`src/rtl/pipeline_pkg.sv`:
```
// Shared definitions for the RV32I pipeline front end.
//   - NOP_INSTR_C / RESET_PC_C : default bubble encoding and reset PC
//   - fetch_state_e            : IF-stage request FSM states
//   - ifid_t                   : contents of the IF/ID pipeline register
package pipeline_pkg;

  localparam logic [31:0] NOP_INSTR_C = 32'h0000_0013; // addi x0,x0,0
  localparam logic [31:0] RESET_PC_C  = 32'h0000_0000;

  // FETCH: may issue a request; WAIT: one request outstanding;
  // HELD: response parked in the skid buffer while decode is stalled.
  typedef enum logic [1:0] {
    FETCH = 2'd0,
    WAIT  = 2'd1,
    HELD  = 2'd2
  } fetch_state_e;

  typedef struct packed {
    logic [31:0] instr;
    logic [31:0] pc;
    logic [31:0] pcplus4;
  } ifid_t;

  function automatic ifid_t ifid_bubble(input logic [31:0] nop);
    ifid_t b;
    b.instr   = nop;
    b.pc      = 32'h0;
    b.pcplus4 = 32'h0;
    return b;
  endfunction

endpackage

```
`src/rtl/fetch_stage_fetchff.sv`:
```
// IF/ID pipeline register.
// Ports:
//   clk, rst_n  : clock, synchronous active-low reset
//   i_stall     : hold current contents
//   i_flush     : replace contents with a bubble (wins over stall and load)
//   i_load      : capture i_data as a real instruction
//   i_data      : instruction / PC / PC+4 to capture
//   o_q, o_valid: register contents and real-instruction flag
module fetchff
  import pipeline_pkg::*;
#(
  parameter logic [31:0] NOP_INSTR = NOP_INSTR_C
) (
  input  logic  clk,
  input  logic  rst_n,
  input  logic  i_stall,
  input  logic  i_flush,
  input  logic  i_load,
  input  ifid_t i_data,
  output ifid_t o_q,
  output logic  o_valid
);

  ifid_t r_q;
  logic  r_valid;

  always_ff @(posedge clk) begin
    if (!rst_n) begin
      r_q     <= ifid_bubble(NOP_INSTR);
      r_valid <= 1'b0;
    end else if (i_flush) begin
      r_q     <= ifid_bubble(NOP_INSTR);
      r_valid <= 1'b0;
    end else if (i_stall) begin
      r_q     <= r_q;
      r_valid <= r_valid;
    end else if (i_load) begin
      r_q     <= i_data;
      r_valid <= 1'b1;
    end else begin
      // Nothing arrived this cycle: decode sees a bubble rather than a repeat.
      r_q     <= ifid_bubble(NOP_INSTR);
      r_valid <= 1'b0;
    end
  end

  assign o_q     = r_q;
  assign o_valid = r_valid;

endmodule

```
`src/rtl/fetch_stage.sv`:
```
// IF stage: PC register, next-PC selection, single-outstanding instruction
// memory handshake, one-entry skid buffer and IF/ID register.
// Ports:
//   clk, rst_n              : clock, synchronous active-low reset
//   StallF, StallD, FlushD  : hazard unit controls
//   PCSrcE, PCTargetE       : redirect from execute
//   ImemReq, ImemAddr       : request to instruction memory (addr = PCF)
//   ImemValid, ImemRData    : response from instruction memory
//   InstrD, PCD, PCPlus4D   : IF/ID contents for decode
//   ValidD                  : 1 = InstrD is real, 0 = bubble
module fetch_stage
  import pipeline_pkg::*;
#(
  parameter logic [31:0] RESET_PC  = RESET_PC_C,
  parameter logic [31:0] NOP_INSTR = NOP_INSTR_C
) (
  input  logic        clk,
  input  logic        rst_n,
  input  logic        StallF,
  input  logic        StallD,
  input  logic        FlushD,
  input  logic        PCSrcE,
  input  logic [31:0] PCTargetE,
  output logic        ImemReq,
  output logic [31:0] ImemAddr,
  input  logic        ImemValid,
  input  logic [31:0] ImemRData,
  output logic [31:0] InstrD,
  output logic [31:0] PCD,
  output logic [31:0] PCPlus4D,
  output logic        ValidD
);

  fetch_state_e r_state, w_state_nxt;
  logic [31:0]  r_pc, w_pc_nxt;
  logic         r_discard, w_discard_nxt;
  logic [31:0]  r_skid;
  logic         w_skid_we;
  logic         w_req;
  logic         w_load;
  logic [31:0]  w_load_instr;
  logic [31:0]  w_pc_plus4;
  logic [31:0]  w_target;
  ifid_t        w_ifid_d, w_ifid_q;

  assign w_pc_plus4 = r_pc + 32'd4;            // wraps modulo 2^32
  assign w_target   = PCTargetE & ~32'h0000_0003;

  assign w_req    = (r_state == FETCH) && !StallF && rst_n;
  assign ImemReq  = w_req;
  assign ImemAddr = r_pc;

  always_comb begin
    w_state_nxt   = r_state;
    w_pc_nxt      = r_pc;
    w_discard_nxt = r_discard;
    w_skid_we     = 1'b0;
    w_load        = 1'b0;
    w_load_instr  = ImemRData;

    unique case (r_state)
      FETCH: begin
        if (w_req) w_state_nxt = WAIT;
      end
      WAIT: begin
        if (ImemValid) begin
          if (r_discard) begin
            w_discard_nxt = 1'b0;
            w_state_nxt   = FETCH;
          end else if (!StallD) begin
            w_load      = 1'b1;
            w_pc_nxt    = w_pc_plus4;
            w_state_nxt = FETCH;
          end else begin
            w_skid_we   = 1'b1;
            w_state_nxt = HELD;
          end
        end
      end
      HELD: begin
        if (!StallD) begin
          w_load       = 1'b1;
          w_load_instr = r_skid;
          w_pc_nxt     = w_pc_plus4;
          w_state_nxt  = FETCH;
        end
      end
      default: w_state_nxt = FETCH;
    endcase

    // Redirect wins over everything above: nothing from the old path may
    // reach IF/ID, and a request already in flight is marked for discard.
    if (PCSrcE) begin
      w_pc_nxt  = w_target;
      w_load    = 1'b0;
      w_skid_we = 1'b0;
      unique case (r_state)
        FETCH: begin
          if (w_req) begin
            w_discard_nxt = 1'b1;
            w_state_nxt   = WAIT;
          end else begin
            w_state_nxt   = FETCH;
          end
        end
        WAIT: begin
          if (ImemValid) begin
            w_discard_nxt = 1'b0;
            w_state_nxt   = FETCH;
          end else begin
            w_discard_nxt = 1'b1;
            w_state_nxt   = WAIT;
          end
        end
        default: w_state_nxt = FETCH;   // HELD: skid contents are dropped
      endcase
    end
  end

  always_ff @(posedge clk) begin
    if (!rst_n) begin
      r_state   <= FETCH;
      r_pc      <= RESET_PC;
      r_discard <= 1'b0;
      r_skid    <= 32'h0;
    end else begin
      r_state   <= w_state_nxt;
      r_pc      <= w_pc_nxt;
      r_discard <= w_discard_nxt;
      if (w_skid_we) r_skid <= ImemRData;
    end
  end

  // The loaded PC is always the current PCF: PCF only advances on a load.
  always_comb begin
    w_ifid_d.instr   = w_load_instr;
    w_ifid_d.pc      = r_pc;
    w_ifid_d.pcplus4 = w_pc_plus4;
  end

  fetchff #(.NOP_INSTR(NOP_INSTR)) u_ifid (
    .clk     (clk),
    .rst_n   (rst_n),
    .i_stall (StallD),
    .i_flush (FlushD),
    .i_load  (w_load),
    .i_data  (w_ifid_d),
    .o_q     (w_ifid_q),
    .o_valid (ValidD)
  );

  assign InstrD   = w_ifid_q.instr;
  assign PCD      = w_ifid_q.pc;
  assign PCPlus4D = w_ifid_q.pcplus4;

endmodule

```
`config.mk`:
```
export PLATFORM = sky130hd
export DESIGN_NAME = fetch_stage
export DESIGN_NICKNAME = d
export VERILOG_FILES = /design/src/rtl/pipeline_pkg.sv /design/src/rtl/fetch_stage_fetchff.sv /design/src/rtl/fetch_stage.sv
export SDC_FILE = /design/constraint.sdc
export NUM_CORES = 1
export LEC_CHECK = 0
export CAP_MARGIN = 20
export CORE_UTILIZATION = 35
export DETAILED_ROUTE_END_ITERATION = 8
export SYNTH_ARGS = -nofsm -noshare
export SYNTH_HDL_FRONTEND = slang
export SYNTH_HIERARCHICAL = 1
export SYNTH_SLANG_ARGS = --single-unit
```
`constraint.sdc`:
```
create_clock -name clk -period 3.75 [get_ports clk]
set_input_delay 0.5625 -clock clk [delete_from_list [all_inputs] [get_ports clk]]
set_output_delay 0.5625 -clock clk [all_outputs]
set_load 0.03 [all_outputs]
```
## Yosys cells after proc, flatten, opt, wreduce, memory -nomap -nowiden

Index checks and enable logic that the tools add are counted.

- Add/subtract/negate cells: 1
- $mul: 0
- Div/mod/pow operators: 0
- Magnitude comparators: 0
- Eq/ne operators: 8
- Shift-type cells: 0
- Mux-type cells: 34
- Bitwise logic cells: 1
- Reductions and logical operators: 11

Operator list:

| operator | number |
|---|---|
| 32-bit two-way mux | 5 |
| 96-bit two-way mux | 1 |
| 32-bit one-hot mux with 2 select lines | 1 |
| 32-bit by 3-bit adder with 32-bit output, second input constant | 1 |
| 1-bit two-way mux | 17 |
| 2-bit two-way mux | 6 |
| 3-bit != test, second input constant | 4 |
| 3-bit AND reduction | 3 |
| 2-bit one-hot mux with 3 select lines | 1 |
| 2-bit != test, second input constant | 2 |
| 1-bit one-hot mux with 2 select lines | 2 |
| 2-bit one-hot mux with 2 select lines | 1 |
| 2-bit OR reduction | 2 |
| 3-bit nonzero test | 1 |
| 2-bit by 1-bit == test with 1-bit output, second input constant | 1 |
| 2-bit == test, second input constant | 1 |
| 1-bit logical AND | 2 |
| 2-bit logical NOT | 1 |
| 2-bit nonzero test | 1 |
| 1-bit logical NOT | 1 |
| 1-bit inverter | 1 |

- Flip-flop bits (word level): 164
- Bits in latches: 0
- Bits in writable memories: 0
- ROM bits: 0
- Input bits: 71
- Output and inout bits: 130
- Logic and storage cells: 64
- Memories kept: 0

## Longest topological paths before layout

- Word-level depth: 6
- Mapped depth: 9

## Cells and area by module

The synthesis kept the hierarchy.

By module, submodules not included:

| module | instances | cells an instance | area each (sq um) | seq. area each (sq um) |
|---|---|---|---|---|
| fetch_stage | 1 | 521 | 4,093.9 | 1,301.2 |
| fetchff | 1 | 431 | 3,887.5 | 1,941.9 |

## Least setup slack after synthesis

Ideal clock, no wire load.

- Path type: register -> register
- Start point: reg r_pc[8] (netlist: ImemAddr[8])
- End point: reg u_ifid.r_q, in the netlist u_ifid/o_q[30]
- Data arrival time: 2.029 ns
- Required time: 3.680 ns
- Slack: 1.651 ns
- Cell stages (with the launch flop): 9
- Period minus slack after synthesis: 2.099 ns
- Cell sequence: dfxtp_1 > buf_2 > nand4_1 > nor3_2 > buf_2 > nand3_1 > xnor2_1 > nand3b_1 > a21oi_1

- Longest elaborated chain between the ends: 2

Ends and longest elaborated chain:

| element | line | text |
|---|---|---|
| from (decl) | fetch_stage.sv:35 | `logic [31:0] r_pc, w_pc_nxt;` |
| from (signal assigned) | fetch_stage.sv:128 | `r_pc <= w_pc_nxt;` |
| 32-bit by 3-bit adder with 32-bit output | fetch_stage.sv:46 | `assign w_pc_plus4 = r_pc + 32'd4;` |
| net w_pc_plus4[30] | fetch_stage.sv:42 | `logic [31:0] w_pc_plus4;` |
| 96-bit two-way mux | fetch_stage_fetchff.sv:37 | `end else if (i_load) begin` |
| to (signal assigned) | fetch_stage_fetchff.sv:35 | `r_q <= r_q;` |
| to (signal assigned) | fetch_stage_fetchff.sv:38 | `r_q <= i_data;` |
| to (signal assigned) | fetch_stage_fetchff.sv:42 | `r_q <= ifid_bubble(NOP_INSTR);` |
| to (decl) | fetch_stage_fetchff.sv:24 | `ifid_t r_q;` |

The timed path passes the listed nets, and every way through them passes these cells.
A chain may end at the register's enable or synchronous reset.

## Worst setup path in the final report

- Start point: in rst_n
- End point: out ImemReq

- Longest elaborated chain between the ends: 1

Ends and longest elaborated chain:

| element | line | text |
|---|---|---|
| from (decl) | fetch_stage.sv:18 | `input logic rst_n,` |
| 1-bit logical AND | fetch_stage.sv:49 | `assign w_req = (r_state == FETCH) && !StallF && rst_n;` |
| to (decl) | fetch_stage.sv:24 | `output logic ImemReq,` |

Every way passes these cells.

==> flow_summary.json <==
{
  "status": "completed",
  "worst-r2r-cell-count": 7,
  "drtPass1Iterations": 5,
  "met2_usage_pct": 34.1,
  "syn_avg_cell_area_sq_um": 8.38,
  "finalWirelength_um": 24400,
  "final_common_cell": "clkdlybuf4s50_1",
  "layout_common_cells": "195 x clkdlybuf4s50_1, 180 x nand2_1, 162 x dfxtp_1",
  "clk_pin_slew_worst_paths_ns": 0.08,
  "final.setup_skew_ns": 0.0158,
  "maxCapViolations": 0,
  "sequentialPowerShare_pct": 44.2,
  "grt_setup_unrepaired": "no",
  "ys_warn_count": 6,
  "cts_hold_buffers": 0,
  "cts_max_level": 4,
  "grt-ovfl-total": 0,
  "grt_most_used_layer": "met2",
  "clock_sinks": 162,
  "finalCritPeriodShare_pct": 73.5,
  "grt_max_degree": 82,
  "worstPathArrival_ns": 2.19,
  "drv_slew": 0,
  "core-area_sq_um": 22100,
  "holdCritPathClass": "reg2reg",
  "clk_path_buf_depth": 2,
  "crit_path_end_kind": "primary output",
  "drive_above_1_share_pct": 8.35,
  "cts_tree": "done",
  "async_flop_share_pct": 0,
  "sw_frac_of_total_pct": 28.7,
  "pwr-share-clk_pct": 45.0,
  "hold_end": "r_skid[14]",
  "drtIter0Drc": 448,
  "max_freq_mhz": 363,
  "seq_area_frac_synth_pct": 40.6,
  "synth_edf_count": 0,
  "critPathLaunchType": "input port",
  "cts_resized": 0,
  "ys_types": 60,
  "r2r-start": "ImemAddr[2]",
  "p_comb_share_pct": 10.7,
  "power.density_nw_per_um2": 386,
  "worstPathMaxFanout": 4,
  "grtUsageTotal_pct": 20.7,
  "vias": 7373,
  "synth_seq_cells": 162,
  "start_util_pct": 36.1,
  "fin_nets": 1189,
  "r2r_end": "u_ifid/o_q[24]",
  "die-area_sq_um": 23400,
  "io_buffer_count": 196,
  "slew_headroom_pct": 33.6,
  "synth_cells": 952,
  "hold_violations": 0,
  "ir_drop_uv": 325,
  "cts_buffers": 17,
  "required_ns": 3.19,
  "p_switching_mw": 1.18,
  "gr-usage-met3_pct": 4.71,
  "setup_violations": 0,
  "startpoint": "rst_n",
  "drcViolationCount": 0,
  "antenna_left": 0,
  "path_class": "in2out",
  "boundaryPins": 201,
  "p_int_mw": 2.93,
  "fillCellCount": 2193,
  "p_leak_nw": 3.39,
  "wl_per_cell_um": 17.4,
  "post-cts-setup-buffer-count": 0,
  "avgViaCountPerCell": 5.24,
  "grt_pass1_wl_um": 38500,
  "setup_tns_ns": 0,
  "grt_pass1_vias": 6849,
  "placed_area_sq_um": 9990,
  "fin_area_sq_um": 10600,
  "antenna_found_initial": 1,
  "insertion_delay_ns": 0.44,
  "whs_path_depth": 2,
  "r2r_slack_ns": 1.15,
  "area_growth_pct": 33.1,
  "die_y_um": 153,
  "worst_slew_pin_slew_ns": 0.995,
  "finalWeightedCongestion": 0.820,
  "synth_top_flop_cell": "dfxtp_1",
  "hold_start": "r_skid[14]",
  "die_x_um": 153,
  "period_needed_ns": 2.75,
  "syn_area_sq_um": 7980,
  "root_buffer": "clkbuf_16",
  "dp_hpwl_um": 16100,
  "met1_usage_pct": 26.9,
  "row_count": 54
}
-- critical path: stages --
cell	delay [ns]
clkdlybuf4s50_1	0.62
nand3b_1	0.20
inv_1	0.09
clkdlybuf4s50_1	0.72
-- per-stage QoR --
stage                     hold slack, ns  worst slack, ns  power (mW)  utilization [%]  instances
final                              0.455            0.995        4.11             48.1       1407
after CTS                          0.456            0.977        4.14             48.1       1406
after detailed placement           0.444            0.979        2.29             45.2       1374
after global routing               0.474            0.925        4.25             48.1       1406
after floorplan                    0.434             1.65        2.10                -        957
after global placement             0.440            0.978        2.29             45.2       1374
-- synth_stat cells, types with 2 or more instances --
cell type | instances | area share, %
nand2_1 | 180 | 8.5
dfxtp_1 | 162 | 41
a21oi_1 | 140 | 8.8
nand3b_1 | 99 | 9.3
mux2_2 | 32 | 4.5
clkbuf_1 | 30 | 1.4
nand3_1 | 29 | 1.8
o21ai_0 | 28 | 1.8
xnor2_1 | 23 | 2.5
nor2_1 | 21 | 0.99
buf_2 | 19 | 1.2
buf_6 | 19 | 2.7
nand4_1 | 15 | 1.2
nor3_1 | 14 | 0.88
xor2_1 | 11 | 1.2
nor2b_1 | 10 | 0.78
inv_1 | 9 | 0.42
a31oi_1 | 8 | 0.63
o31ai_1 | 8 | 0.75
and4_1 | 7 | 0.77
a211oi_1 | 6 | 0.56
a2bb2oi_1 | 6 | 0.66
and3_1 | 6 | 0.47
buf_4 | 6 | 0.56
or4_1 | 6 | 0.56
ha_1 | 5 | 0.78
nor4_1 | 4 | 0.31
a21o_1 | 3 | 0.28
a311oi_1 | 3 | 0.33
buf_1 | 3 | 0.14
nor3b_1 | 3 | 0.28
a2111oi_0 | 2 | 0.22
a2111oi_4 | 2 | 0.69
a22oi_1 | 2 | 0.19
and2_1 | 2 | 0.16
clkinv_1 | 2 | 0.094
nand2b_1 | 2 | 0.16
o2111ai_1 | 2 | 0.22
or3_1 | 2 | 0.16
-- final cells by class --
class	count	area, sq um	share of cell area [%]
Clock buffer	17	425	4.00
Inverter	11	41.3	0.389
Timing Repair Buffer	215	2120	19.9
Sequential cell	162	3240	30.5
Clock inverter	15	210	1.98
Tap cell	280	350	3.30
Multi-Input combinational cell	706	4230	39.8
Antenna cell	1	2.50	0.0236
-- power groups by stage --
stage | Combinational (mW) | Clock [mW] | Sequential, mW
after CTS | 0.442 | 1.89 | 1.81
final | 0.440 | 1.85 | 1.82
after global routing | 0.474 | 1.95 | 1.82
after floorplan | 0.223 | 0 | 1.88
after detailed placement | 0.439 | 0 | 1.85
after global placement | 0.438 | 0 | 1.85
-- how the worst max path moves through the flow --
stage | end | slack, ns | cells after the start
2_1_floorplan | u_ifid/o_q[30] | 1.65 | 8
3_3_place_gp | ImemReq | 0.98 | 4
3_5_place_dp | ImemReq | 0.98 | 4
4_1_cts | ImemReq | 0.98 | 4
5_1_grt | ImemReq | 0.92 | 4
6_report | ImemReq | 1.0 | 4
-- routing by layer --
| metal | wire length [um] | up-vias |
|---|---|---|
| li1 | - | 3675 |
| met1 | 11100 | 3458 |
| met2 | 11400 | 215 |
| met3 | 1520 | 25 |
| met4 | 413 | 0 |
| met5 | 0 | - |
-- sequential cells by signal, summed over array words and instances, names as in the netlist --
| signal | count |
|---|---|
| ImemAddr | 30 |
| r_skid | 32 |
| u_ifid/o_valid | 1 |
| r_discard | 1 |
| r_state | 2 |
| u_ifid/o_q | 96 |
-- logic make-up after synthesis --
logic type / synth area share, %
AND/OR/NAND/NOR: 27.3
buffers and inverters: 6.68
adder cells (fa/ha/maj): 0.784
AO/OA/AOI/OAI: 16.2
flip-flops: 40.6
other: 0.0470
XOR/XNOR: 3.73
multiplexers: 4.64
Note: power is estimated with default switching activity, not from simulation.
